$ cat config.mk
export PLATFORM = sky130hd
export DESIGN_NAME = shared_mem_lsu
export DESIGN_NICKNAME = d
export VERILOG_FILES = /design/src/rtl/shared_mem_lsu.sv
export SDC_FILE = /design/constraint.sdc
export NUM_CORES = 1
export LEC_CHECK = 0
export ABC_CLOCK_PERIOD_IN_PS = 3600
export CAP_MARGIN = 30
export CORE_MARGIN = 2
export CORE_UTILIZATION = 65
export CTS_CLUSTER_DIAMETER = 200
export DETAILED_ROUTE_END_ITERATION = 16
export DONT_BUFFER_PORTS = 1
export PLACE_DENSITY = 0.78
export SLEW_MARGIN = 10
export SYNTH_ARGS = -nofsm -noshare
export SYNTH_HDL_FRONTEND = slang
export SYNTH_SLANG_ARGS = --single-unit
$ cat constraint.sdc
create_clock -name clk -period 3.6 [get_ports clk]
set_clock_uncertainty 0.1 [all_clocks]
set_input_delay 0.9 -clock clk [delete_from_list [all_inputs] [get_ports clk]]
set_output_delay 0.9 -clock clk [all_outputs]
set_load 0.01 [all_outputs]
$ cat src/rtl/shared_mem_lsu.sv
// Warp load/store initiator for the banked shared memory: splits lane addresses
// into bank/row, serializes bank conflicts and returns one warp response.
module shared_mem_lsu #(
  parameter int LANES         = 4,
  parameter int NUM_BANKS     = 4,
  parameter int BANK_BITS     = 2,
  parameter int BLOCK_SIZE    = 32,
  parameter int ADDRESS_WIDTH = 5,
  parameter int DATA_WIDTH    = 16
) (
  input  logic                                         clk,
  input  logic                                         rst_n,
  input  logic                                         req_valid,
  output logic                                         req_ready,
  input  logic                                         req_store,
  input  logic [LANES-1:0]                             req_mask,
  input  logic [LANES*(ADDRESS_WIDTH+BANK_BITS)-1:0]   req_addr,
  input  logic [LANES*DATA_WIDTH-1:0]                  req_wdata,
  output logic                                         resp_valid,
  input  logic                                         resp_ready,
  output logic [LANES*DATA_WIDTH-1:0]                  resp_rdata,
  output logic [7:0]                                   resp_cycles,
  output logic [NUM_BANKS-1:0]                         bank_write_en,
  output logic [NUM_BANKS*ADDRESS_WIDTH-1:0]           bank_addr,
  output logic [NUM_BANKS*DATA_WIDTH-1:0]              bank_write_data,
  input  logic [NUM_BANKS*DATA_WIDTH-1:0]              bank_read_data
);
  localparam int LAW = ADDRESS_WIDTH + BANK_BITS;

  if (BLOCK_SIZE > (1 << ADDRESS_WIDTH)) begin : g_bad_block_size
    $error("BLOCK_SIZE does not fit in ADDRESS_WIDTH row bits");
  end

  // Handshakes: a transfer happens on a rising edge where valid and ready are
  // both high; valid never depends on ready, and a response holds until taken.
  typedef enum logic [1:0] {IDLE, ISSUE, DRAIN, RESP} state_t;
  state_t state, state_next;

  logic                                  is_store;
  logic [LANES-1:0]                      pending, cap_mask, grant;
  logic [LANES-1:0][LAW-1:0]             lane_addr;
  logic [LANES-1:0][DATA_WIDTH-1:0]      lane_wdata, rdata_q;
  logic [NUM_BANKS-1:0][DATA_WIDTH-1:0]  brd;
  logic [7:0]                            cycles_q;
  logic [NUM_BANKS-1:0]                  win_valid;
  logic [NUM_BANKS-1:0][ADDRESS_WIDTH-1:0] win_row;
  logic [NUM_BANKS-1:0][DATA_WIDTH-1:0]  win_data;

  assign brd = bank_read_data;

  // Per bank the lowest pending lane wins; loads also grant same-row lanes.
  always_comb begin
    grant     = '0;
    win_valid = '0;
    win_row   = '0;
    win_data  = '0;
    for (int b = 0; b < NUM_BANKS; b++) begin
      for (int l = 0; l < LANES; l++) begin
        if (pending[l] && lane_addr[l][BANK_BITS-1:0] == BANK_BITS'(b)) begin
          if (!win_valid[b]) begin
            win_valid[b] = 1'b1;
            win_row[b]   = lane_addr[l][LAW-1:BANK_BITS];
            win_data[b]  = lane_wdata[l];
            grant[l]     = 1'b1;
          end else if (!is_store && lane_addr[l][LAW-1:BANK_BITS] == win_row[b]) begin
            grant[l] = 1'b1;
          end
        end
      end
    end
  end

  always_ff @(posedge clk) begin
    if (!rst_n) state <= IDLE;
    else        state <= state_next;
  end

  always_comb begin
    state_next = state;
    case (state)
      IDLE:  if (req_valid) state_next = (req_mask == '0) ? RESP : ISSUE;
      ISSUE: if ((pending & ~grant) == '0) state_next = is_store ? RESP : DRAIN;
      DRAIN: state_next = RESP;
      RESP:  if (resp_ready) state_next = IDLE;
      default: state_next = IDLE;
    endcase
  end

  always_comb begin
    req_ready       = (state == IDLE);
    resp_valid      = (state == RESP);
    resp_rdata      = rdata_q;
    resp_cycles     = cycles_q;
    bank_write_en   = '0;
    bank_addr       = '0;
    bank_write_data = '0;
    if (state == ISSUE) begin
      for (int b = 0; b < NUM_BANKS; b++) begin
        if (win_valid[b]) begin
          bank_addr[b*ADDRESS_WIDTH +: ADDRESS_WIDTH] = win_row[b];
          if (is_store) begin
            bank_write_en[b]                          = 1'b1;
            bank_write_data[b*DATA_WIDTH +: DATA_WIDTH] = win_data[b];
          end
        end
      end
    end
  end

  // Read data arrives one cycle after the grant, so captures lag by one cycle.
  always_ff @(posedge clk) begin
    if (!rst_n) begin
      is_store   <= 1'b0;
      pending    <= '0;
      cap_mask   <= '0;
      lane_addr  <= '0;
      lane_wdata <= '0;
      rdata_q    <= '0;
      cycles_q   <= '0;
    end else begin
      for (int l = 0; l < LANES; l++) begin
        if (cap_mask[l]) rdata_q[l] <= brd[lane_addr[l][BANK_BITS-1:0]];
      end
      cap_mask <= '0;
      case (state)
        IDLE: begin
          if (req_valid) begin
            is_store   <= req_store;
            pending    <= req_mask;
            lane_addr  <= req_addr;
            lane_wdata <= req_wdata;
            rdata_q    <= '0;
            cycles_q   <= '0;
          end
        end
        ISSUE: begin
          pending <= pending & ~grant;
          if (cycles_q != 8'hFF) cycles_q <= cycles_q + 8'd1;
          if (!is_store) cap_mask <= grant;
        end
        default: ;
      endcase
    end
  end
endmodule

Word level (Yosys, flattened, before mapping):

Cells that the tools add are included.

* register bits: 175
* bits of input ports: 165
* word-level logic and storage cells: 256

* add/sub/neg operators: 1
* $lt $le $gt $ge: 4
* equality and inequality tests: 32
* mux-type cells: 156
* bitwise operators: 4
* reductions and logical operators: 42

Operators by type and width (count)
* 16-bit 2-to-1 mux: 44
* 64-bit 2-to-1 mux: 3
* 5-bit 2-to-1 mux: 32
* 16-bit binary-select mux with 2-bit select: 4
* 1-bit 2-to-1 mux: 61
* 5-bit equality test: 12
* 1-bit logical AND: 28
* 2-bit equality test (second input constant): 10
* 20-bit 2-to-1 mux: 1
* 8-bit 2-to-1 mux: 2
* 8-bit one-hot mux with 2 select lines: 1
* 2-bit by 3-bit less-than comparator with 1-bit output (second input constant): 4
* 2-bit by 1-bit equality test with 1-bit output (second input constant): 5
* 2-bit logical NOT: 5
* 8-bit by 1-bit adder with 8-bit output (second input constant): 1
* 4-bit logical NOT: 2
* 2-bit 2-to-1 mux: 4
* 4-bit 2-to-1 mux: 2
* 8-bit != test (second input constant): 1
* 2-bit one-hot mux with 4 select lines: 1
* 4-bit one-hot mux with 2 select lines: 1
* 3-bit AND reduction: 2
* 4-bit bitwise AND: 1
* 2-bit by 1-bit != test with 1-bit output (second input constant): 2
* other kinds (7): 10

Logic depth before layout (Yosys ltp):

* word-level depth: 26
* depth in mapped cells: 12
* depth with buffers taken out: 9

Worst setup path before layout:

OpenSTA, ideal clock, no wires.

* kind: register to output
* start point: register lane_addr[8] in the netlist's numbering
* end point: output port bank_write_data[22]
* arrival: 2.383 ns
* data required time: 2.600 ns
* setup slack: 0.217 ns
* cell stages (with the launch flop): 11
* path through: dfxtp_1 buf_2 clkbuf_1 clkbuf_1 nand2b_1 nor2_1 nor2_1 clkbuf_1 a221o_1 o21ai_0 a21oi_1

* longest elaborated chain between the ends: 10
* elaborated cells on any way between the ends: 13
* those cells by class: 1 x eq/ne; 11 x mux; 1 x reduce/logical

Ends and longest elaborated chain
* start, declared: RTL line 41 `logic [LANES-1:0][LAW-1:0] lane_addr;`
* start signal, assigned: RTL line 130 `lane_addr <= req_addr;`
* 2-bit by 1-bit equality test with 1-bit output (*): RTL line 59 `if (pending[l] && lane_addr[l][BANK_BITS-1:0] == BANK_BITS'(b)) begin`
* 1-bit logical AND (*): RTL line 59
* 16-bit 2-to-1 mux or 1-bit 2-to-1 mux (tied branches): RTL line 59
* 16-bit 2-to-1 mux: RTL line 60 `if (!win_valid[b]) begin`
* 16-bit 2-to-1 mux: RTL line 59
* 16-bit 2-to-1 mux: RTL line 60
* 16-bit 2-to-1 mux: RTL line 59
* 16-bit 2-to-1 mux: RTL line 101 `if (is_store) begin`
* 16-bit 2-to-1 mux (*): RTL line 99 `if (win_valid[b]) begin`
* 64-bit 2-to-1 mux (*): RTL line 97 `if (state == ISSUE) begin`
* end, declared: RTL line 25 `output logic [NUM_BANKS*DATA_WIDTH-1:0] bank_write_data,`

Every way passes the cells marked *; elsewhere a longest branch is shown, timed or not.

Final worst setup path:

* start point: register pending[0]
* end point: output port bank_addr[3]

* longest elaborated chain between the ends: 10
* elaborated cells on any way between the ends: 14
* those cells by class: 13 x mux; 1 x reduce/logical

Ends and longest elaborated chain
* start, declared: RTL line 40 `logic [LANES-1:0] pending, cap_mask, grant;`
* start signal, assigned: RTL line 129 `pending <= req_mask;`
* start signal, assigned: RTL line 137 `pending <= pending & ~grant;`
* 1-bit logical AND (*): RTL line 59
* 5-bit 2-to-1 mux or 1-bit 2-to-1 mux (tied branches): RTL line 59
* 5-bit 2-to-1 mux: RTL line 60
* 5-bit 2-to-1 mux: RTL line 59
* 5-bit 2-to-1 mux: RTL line 60
* 5-bit 2-to-1 mux: RTL line 59
* 5-bit 2-to-1 mux: RTL line 60
* 5-bit 2-to-1 mux: RTL line 59
* 5-bit 2-to-1 mux (*): RTL line 99
* 20-bit 2-to-1 mux (*): RTL line 97
* end, declared: RTL line 24 `output logic [NUM_BANKS*ADDRESS_WIDTH-1:0] bank_addr,`

Marks and branches as above.

==> results.cfg <==
[clocking]
cts_inserted_buffers = 17
cts-root-buf = clkbuf_16
ctsLongestPathBuffers = 2
ctsHoldBuffers = 0
path_clk_slew_ns = 0.08
cts_max_level = 4
insertion_delay_ns = 0.44
clock_sinks = 175
cts_tree = built

[finish]
drive_gt1_share_pct = 17.1
nets = 1608
area_delta_synth_final_pct = 11.5

[logic_synthesis]
synth_area_leaders = dfxtp_1 (30%), mux4_2 (12%), nand2_1 (8.8%)
yosysUniqueCellTypes = 71
synth-seq-cells = 175
yosysTopAreaCellShare_pct = 30.2
synth.yosys.seq_area_share_pct = 30.2
synthFlopType = dfxtp_1
yosys.area.top_type = dfxtp_1
avgSynthCellArea_um2 = 8.05
syn_nets = 1612
yosysWarningCount = 0
synth-edff-count = 0
netlist_instances = 1443
synthArstFlopShare_pct = 0
mappedNetlistArea_mm2 = 0.0116

[timing]
finalHoldViolations = 0
fmax_mhz = 280
rsz0062_at_grt = false
fin_setup_tns_ns = 0
final_max_slew_viol_count = 0
finalCritPeriodShare_pct = 99.1
setup_slack_ns = 0.0338
fin_crit_ns = 3.57
setup_viol = 0
worstMarginPinSlew_ns = 0.709
slew_headroom_pct = 52.7

[floorplanning]
io-pin-count = 327
core_mm2 = 0.0174
die-height_um = 138
start_util_pct = 66.9
num_rows = 48
dieArea_mm2 = 0.0190
die_w_um = 138

[critical_path]
cp_slowest_cell = or3b_2
arrival_ns = 2.57
worstSetupPathType = reg2out
path_max_fanout = 13
crit_path_start_kind = flip-flop
required_ns = 2.60
crit_chain = or3b_2 > a41oi_1 > o41ai_1 > a21oi_1 > nor2_1 > buf_4
endpoint_kind = output pin
max_stage_delay_ns = 0.63

[grt]
antenna_found_initial = 3
grt_pass1_vias = 11606
track_usage_pct = 45.7
grt_pass1_wl_um = 65200
grt_max_degree = 67
grt.overflow.total = 0

[route]
dr_total_vias = 12238
ant_nets = 0
wl_per_cell_um = 26.3
drtPass1Iterations = 7
routed_wl_um = 44200
drt_iter0_drc = 1694
drcViolationCount = 0
routed_via_density = 7.29

[run]
maxCapViolCount = 0

[placement]
port_buffers = 0
dp_slack_ns = 0.257
place_hpwl_um = 31700
gp_congestion = 1.02

[min_path]
hold_class = reg2reg

[power]
power_density_mw_per_mm2 = 534
power.leakage_nw = 4.39
ir_drop_mv = 0.573

[outcome]
outcome = completed
registers in the layout (all words and copies together), names as in the netlist:
register and count:
is_store 1, resp_cycles 8, lane_wdata 64, cap_mask 4
pending 4, state 2, resp_rdata 64, lane_addr 28
final cells by class:
class / count / area [um2]
clock buffers: 18 / 439
clock inverters: 14 / 145
multi-input cells: 1110 / 7580
fillers: 1289 / 4410
well taps: 225 / 282
diodes: 1 / 2.50
repair buffers: 116 / 913
inverters: 19 / 72.6
flip-flops and latches: 175 / 3510
per-layer routing:
layer	routed length [um]	track usage (%)
met5	23	0
met2	19900	71.0
met3	6460	15.4
met4	2310	25.5
met1	15500	55.4
kinds of logic (layout without fill, tap and decap cells):
logic type | after synthesis | after routing | synth area share (%)
adder cells (fa/ha/maj) | 4 | 4 | 0.431
AND/OR/NAND/NOR | 532 | 532 | 20.4
flip-flops | 175 | 175 | 30.2
multiplexers | 160 | 160 | 20.7
buffers and inverters | 158 | 167 | 5.31
XOR/XNOR | 37 | 37 | 2.79
other | 0 | 1 | 0
AO/OA/AOI/OAI | 377 | 377 | 20.2
critical path, delay by kind of cell, from the launching register on:
kind | cells | cell delay (ns)
AO/OA/AOI/OAI | 3 | 0.74
AND/OR/NAND/NOR | 2 | 0.71
flip-flops | 1 | 0.48
buffers and inverters | 1 | 0.19
what timing repair did:
item                       4_1_cts  5_1_grt
setup endpoints to repair       23       53
buffers inserted                 0        3
pin swaps                        0        1
resized for setup                7        9
hold endpoints to repair         0        0
path summary, 6_finish.rpt:
kind                      start       endpoint  slack (ns)  cells after the start
setup / recovery     pending[0]   bank_addr[3]        0.03                      6
hold / removal    lane_wdata[0]  lane_wdata[0]        0.41                      2
setup reg to reg   lane_addr[0]       state[0]        0.25                      9
hold reg to reg   lane_wdata[0]  lane_wdata[0]        0.41                      2
where the power goes:
part | total (W) | switching [W] | internal, W
Combinational | 0.00242 | 0.00148 | 0.000936
Sequential | 0.00263 | 0.000448 | 0.00218
Clock | 0.00187 | 0.000925 | 0.000942
Total | 0.00691 | 0.00286 | 0.00406
metrics by stage:
step / instances / hold WS, ns / area (um2) / util (%) / total power, W
6_report: 1678 / 0.408 / 12900 / 74.6 / 0.00691
5_1_grt: 1678 / 0.432 / 12900 / 74.6 / 0.00718
3_3_place_gp: 1637 / 0.391 / 12200 / 70.4 / 0.00490
3_5_place_dp: 1639 / 0.397 / 12200 / 70.5 / 0.00495
4_1_cts: 1671 / 0.406 / 12800 / 74.0 / 0.00678
2_1_floorplan: 1443 / 0.365 / 11600 / - / 0.00420
cells in the mapped netlist (5+ instances only):
cell,count
nand2_1,273
a21oi_1,186
dfxtp_1,175
nor2_1,134
clkbuf_1,104
mux2i_1,94
o21ai_0,79
mux4_2,64
a221o_1,49
nand3_1,32
buf_1,23
xnor2_1,19
inv_1,18
xor2_1,18
nor4_1,13
nand4_1,12
a31oi_1,9
buf_2,9
nand4b_1,7
nor3_1,7
a41oi_1,6
and3_1,6
nand3b_1,6
nor2b_1,6
nor4bb_1,5
o22ai_1,5
or3_1,5
placed cells by master, fill, tap and decap left out, types with 4 or more instances in the layout:
master	count
nand2_1	271
a21oi_1	184
dfxtp_1	170
nor2_1	131
buf_4	111
mux2i_1	94
o21ai_0	79
mux4_2	64
a221o_1	49
nand3_1	30
xnor2_1	19
inv_1	18
xor2_1	18
clkbuf_16	17
nand4_1	12
nor4_1	11
a31oi_1	9
nand4b_1	7
nand3b_1	6
and3_1	6
nor2b_1	6
a41oi_1	6
nor3_1	5
nor4bb_1	5
o22ai_1	5
or3_1	5
inv_6	5
dfxtp_2	5
o31ai_1	4
and3b_1	4
buf_8	4
(Power assumes the default switching activity.)
